[src/rtl/instr_mem_seq.sv]
// instr_mem_seq: writable instruction store with a built-in fetch sequencer.
// A host loads frames through the write port while the sequencer is idle or done.
// After start, frames are streamed from address 0 up to the sampled last address
// over a valid/ready interface, one frame every two cycles (synchronous read bubble).
// Frame layout, MSB->LSB: {a_in[DATA_W], b_in[DATA_W], c_in, op_code[OP_W]}.
// Optional feature macro: INSTR_MEM_SEQ_LOOP_EN (wrap to address 0 after the last frame
// instead of stopping in DONE).
module instr_mem_seq #(
  parameter int DATA_W = 4,
  parameter int OP_W   = 4,
  parameter int ADDR_W = 3
) (
  input  logic                     clk,
  input  logic                     rst_n,
  input  logic                     wr_en,
  input  logic [ADDR_W-1:0]        wr_addr,
  input  logic [2*DATA_W+OP_W:0]   wr_data,
  input  logic [ADDR_W-1:0]        last_addr,
  input  logic                     start,
  input  logic                     stop,
  input  logic                     out_ready,
  output logic                     out_valid,
  output logic [2*DATA_W+OP_W:0]   frame,
  output logic [ADDR_W-1:0]        pc,
  output logic                     busy,
  output logic                     done
);

  localparam int FRAME_W = 2*DATA_W + 1 + OP_W;
  localparam int DEPTH   = 2**ADDR_W;

  typedef enum logic [1:0] {
    IDLE  = 2'd0,
    FETCH = 2'd1,
    VALID = 2'd2,
    DONE  = 2'd3
  } state_t;

  state_t              state_q, state_d;
  logic [FRAME_W-1:0]  mem [DEPTH];
  logic [ADDR_W-1:0]   pc_q, pc_d;
  logic [ADDR_W-1:0]   last_q, last_d;
  logic [FRAME_W-1:0]  frame_q;
  logic                load_frame;
  logic                wr_ok;

  // Host writes are only accepted while the sequencer is not reading the array,
  // so a write can never collide with an in-flight fetch.
  assign wr_ok = wr_en & ((state_q == IDLE) | (state_q == DONE));

  // Storage array; intentionally not reset so a loaded program survives rst_n.
  always_ff @(posedge clk) begin
    if (wr_ok) begin
      mem[wr_addr] <= wr_data;
    end
  end

  // Sequencer state, program counter, sampled last address and the frame register.
  always_ff @(posedge clk or negedge rst_n) begin
    if (!rst_n) begin
      state_q <= IDLE;
      pc_q    <= '0;
      last_q  <= '0;
      frame_q <= '0;
    end else begin
      state_q <= state_d;
      pc_q    <= pc_d;
      last_q  <= last_d;
      if (load_frame) begin
        frame_q <= mem[pc_q];
      end
    end
  end

  // Next-state logic: stop beats start, start beats the handshake, then normal sequencing.
  always_comb begin
    state_d    = state_q;
    pc_d       = pc_q;
    last_d     = last_q;
    load_frame = 1'b0;
    if (stop) begin
      state_d = IDLE;
      pc_d    = '0;
    end else if (start) begin
      state_d = FETCH;
      pc_d    = '0;
      last_d  = last_addr;
    end else begin
      case (state_q)
        FETCH: begin
          state_d    = VALID;
          load_frame = 1'b1;
        end
        VALID: begin
          if (out_ready) begin
            if (pc_q != last_q) begin
              pc_d    = pc_q + ADDR_W'(1);
              state_d = FETCH;
            end else begin
`ifdef INSTR_MEM_SEQ_LOOP_EN
              pc_d    = '0;
              state_d = FETCH;
`else
              state_d = DONE;
`endif
            end
          end
        end
        default: ;
      endcase
    end
  end

  assign out_valid = (state_q == VALID);
  assign frame     = frame_q;
  assign pc        = pc_q;
  assign busy      = (state_q == FETCH) | (state_q == VALID);
  assign done      = (state_q == DONE);

endmodule

[config.mk]
export PLATFORM = sky130hd
export DESIGN_NAME = instr_mem_seq
export DESIGN_NICKNAME = d
export VERILOG_FILES = /design/src/rtl/instr_mem_seq.sv
export SDC_FILE = /design/constraint.sdc
export NUM_CORES = 1
export LEC_CHECK = 0
export CORE_MARGIN = 2
export CORE_UTILIZATION = 35
export DETAILED_ROUTE_END_ITERATION = 7
export MAX_ROUTING_LAYER = met4
export SETUP_SLACK_MARGIN = 0.02
export SLEW_MARGIN = 20
export SYNTH_ARGS = -nofsm -noshare
export SYNTH_HDL_FRONTEND = slang
export SYNTH_SLANG_ARGS = --single-unit
[constraint.sdc]
create_clock -name clk -period 7.65 [get_ports clk]
set_clock_uncertainty 0.2 [all_clocks]
set_input_delay 0.765 -clock clk [delete_from_list [all_inputs] [get_ports clk]]
set_output_delay 0.765 -clock clk [all_outputs]
set_load 0.01 [all_outputs]
# Word-level counts from Yosys, hierarchy flattened
# Memory sizes are Yosys's and may differ from the RTL's. A register that Yosys moved wholly into a read port is not among the register bits.
# Cells that the tools add are included.
# Widths: inputs -> output; s select.
# word_totals
elab_cells	38
inputBits	25
register_bits	8
romBits	0
latchBits	0
mem_count	1
ram_bits	104
# memory_table
memory	depth	width	rd	rd_ports_with_merged_regs	write_ports	line	rtl
mem	8	13	1	1	1	40	logic [FRAME_W-1:0] mem [DEPTH];
# op_classes
n_addsub	1
n_eq_ne	5
div	0
shifts	0
magnitude_cmp	0
reduce_logical	9
n_bitwise	4
muxes	15
multipliers	0
# op_table
cell	count
$mux 3	5
$reduce_bool 3->1	3
$mux 2	4
$mux 1	5
$eq 2x2->1 const B	2
$ne 4x4->1 const B	1
$pmux 2 s2	1
$reduce_and 2->1	2
$reduce_bool 4->1	1
$add 3x1->3 const B	1
$ne 3x3->1	1
$reduce_and 3->1	1
$eq 2x1->1 const B	1
$logic_not 2->1	1
$or 1x1->1	2
$and 1x1->1	1
$logic_not 1->1	1
$not 1->1	1

# Logic depth before layout (Yosys ltp)
# logic_depth
word_depth	6
mapped_depth	7
ltp_nobuf	5

# Worst setup path before layout
# No wires, ideal clock.
# synth_timing
path_kind	input to register
startpoint	input wr_addr[0]
endpoint	memory mem[0][0] in the netlist's numbering, enable pin
setup_ns	0.399
cell_stages	2
path_buffers	0
required_time_ns	7.051
slack_ns	5.142
arrival_time_ns	1.909
path_cell_list	nand3b_1 -> nor3_1
# synth_lines
element	line	rtl
from (decl)	16	input logic [ADDR_W-1:0] wr_addr,
to (decl)	40	
# Straight into the memory's write port.

# Final worst setup path
# layout_timing
startpoint	register pc_q[0] (netlist: pc[0])
endpoint	output pc[0]
# layout_lines
element	line	rtl
from (decl)	41	logic [ADDR_W-1:0] pc_q, pc_d;
from (signal assigned)	67	pc_q <= pc_d;
to (decl)	24	output logic [ADDR_W-1:0] pc,
# No word-level cell between the ends.

==> results.md <==
* Total Wirelength at 10.67 mm
* Clock share of power at between 40% and 50%
* Critical Path AT at 2.07 ns
* Placement Setup Slack at 4.565 ns
* Setup_tns at 0 ns
* Clock transition at path regs at 0.05 ns
* Net switching power at about 0.35 mW
* Flop pwr share at a little under half
* Die area at around 15000 um^2
* Status: finished clean
* Startpoint Class: register
* Final hold vios at 0
* Minimum clock period at slightly above 3 ns
* Largest area contributor in the netlist: edfxtp_1
* Relative max-transition margin at between 40% and 50%
* Fmax at around 0.33 GHz
* Post-synth top area share at around three fifths
* Seq/Total Area, Yosys at about 72%
* Setup bufs post-CTS at 0
* Die Span Y at ~120 um
* Drt first pass iters at 4
* Leakage at between 2 and 2.5 nW
* Antenna fix cells at 0
* Dpl hpwl at 6.453 mm
* Core area at about 14000 um^2
* Clk sinks at ~130
* Remaining global-route overflow at 0
* Number of DRC markers in iteration 0 at between 150 and 200
* DRC viols at 0
* Slew Limit Fails at 0
* HP Start: frame[6]
* Total number of H-tree levels at 4
* RSZ-0062 raised after global routing: false
* Post-Syn Nets at about 330
* Most frequent cell after synthesis: edfxtp_1
* Final #Nets at around 380
* Die width at 124.0 um
* Vias at around 2700
* Initial Util at a little over a third
* Register-to-Register Path Depth at 4
* Post-synth top cells: edfxtp_1, mux2_2, mux2i_1
* Placed cell area at 5648 um^2
* Worst r2r src: state_q[0]
* Largest cells by area after synthesis: edfxtp_1, dfrtp_1, mux2_2
* Area Overhead vs Synth at 23.36%
* Non-filler cells, final at 545
* Worst setup EP type: output pin
* Final Cycle Share at between 30% and 40%
* Share of layout cells above drive strength 1 at 20.82%
* Ys flop type: edfxtp_1
* Seq cells post-synth at between 100 and 150
* Via/cell ratio at 5.024
* Post-cts resize count at 0
* Final critical-path setup slack at between 4 and 5 ns
* Endpoints failing setup at 0
* Max stage delay on crit path at around 0.7 ns
* Peak VDD IR at 0.0001539 V
* Antenna violations before repair at 0
* Post-route ant nets at 0
* R2R setup slack at between 5 and 6 ns
* Wire per inst at about 20 um
* Crit Path Category: reg -> out
* Cells after synthesis at 297
* First-pass GRT wire length at roughly 16 mm
* Worst R2R End: mem[6][11]
* CTS tree: done
* Cells on Worst Hold Path at 2
* Max Cap Viol at 0
* Mapped cell area at 5041 um^2
* Int Power at approximately 1.3 mW
* Yosys cell types at 29
* Largest net degree at the start of global routing at between 50 and 60
* Fin util at ~44%
* Vias in the first global route at approximately 2800
* Combinational power share at slightly below 8%
* Worst-path fanout max at 57
* Clock buffer count from CTS at 17
* # port buffers at between 40 and 50
* Synth warn at 0
* CP cell instances: buf_4 > clkdlybuf4s50_1
* Slew @ Worst Pin at around 0.87 ns
* Sw frac at about a fifth
* Core Rows at 43
* EDFF count, synth at between 100 and 150
* Worst path required time at approximately 6.7 ns
* Root Buffer: clkbuf_16
* Ys async rst share at between 15 and 20%
* Clk Latency, worst-skew pair at between 0.4 and 0.5 ns
* Pwr Density at 270.5 nW/um^2
* Syn avg cell area at approximately 17 um^2
* Post-Place Cells at 513
* Clock buffer depth at 2
* Design area at 6218 um^2
* Total GRT Usage at 15.54%
* Hold Crit Class: reg -> reg
* Post-CTS Hold Fix Bufs at 0
* IO Count at between 40 and 50
* Slowest cell on crit path: clkdlybuf4s50_1
* Hold Crit Endpoint: frame[6]
* Placer congestion estimate at between 0.7 and 0.8
[registers in the layout, indices dropped and copies added (netlist names)]
name     flops
frame       13
state_q      2
pc           3
mem        104
last_q       3
[kinds of logic after synthesis]
logic type                 after synthesis  synth area share (%)
buffers and inverters                   17                 2.631
adders and majority gates                4                0.9928
DFF                                    125                 72.38
xor gates and xnor gates                 3                0.5213
muxes                                   58                 12.24
and+or+nand+nor                         45                 4.145
AOI/OAI and AO/OA                       45                 7.098
[critical path: cells and delay by family (launching register included)]
family,cells,cell delay (ns)
buffers and inverters,2,1.34
flip-flops,1,0.33
[how the worst max path moves through the flow]
stage,startpoint,endpoint,slack [ns],cells past startpoint
after floorplan,wr_addr[0],mem[0][0],5.14,2
after global placement,wr_addr[0],mem[6][0],4.62,3
after detailed placement,wr_en,mem[7][4],4.56,3
after CTS,pc[0],pc[0],4.56,2
after global routing,pc[0],pc[0],4.49,2
final,pc[0],pc[0],4.61,2
[per-layer routing]
layer	wire [um]	track usage (%)
met1	4908	19.35
met2	5173	24.31
met3	456	4.304
met4	127	5.899
met5	0	-
[layout by cell type (no fill, tap or decap), types with 4 or more instances in the layout]
cell             count
clkbuf_1             7
o22ai_1             14
inv_1                4
nor2_2               6
clkbuf_16           17
o31ai_1              7
clkdlybuf4s50_1     43
a22o_1              13
edfxtp_1           104
ha_1                 4
nand2_1             20
mux2_2              29
buf_4                6
mux2i_1             29
dfrtp_1             20
o31ai_2              6
[power by group through the flow]
stage | clock network [mW] | logic (mW) | registers, mW
2_1_floorplan | 0 | 0.0484 | 0.805
3_3_place_gp | 0 | 0.128 | 0.800
3_5_place_dp | 0 | 0.131 | 0.801
4_1_cts | 0.784 | 0.131 | 0.787
5_1_grt | 0.820 | 0.142 | 0.790
6_report | 0.767 | 0.129 | 0.787
[metrics by stage]
step                      power [mW]  hold slack [ns]
after floorplan               0.8534           0.2694
after global routing           1.752           0.3132
after CTS                      1.703           0.2858
after global placement        0.9277           0.2672
final                          1.682           0.2775
after detailed placement      0.9313           0.2744
[layout make-up]
class / instances / area, um^2
well taps: 180 / 225.2
flip-flops and latches: 125 / 3650
fillers: 1214 / 7770
multi-input cells: 155 / 1285
repair buffers: 49 / 475.5
clock buffers: 26 / 479.2
clock inverters: 6 / 88.84
inverters: 4 / 15.01
Note: power is estimated with default switching activity, not from simulation.
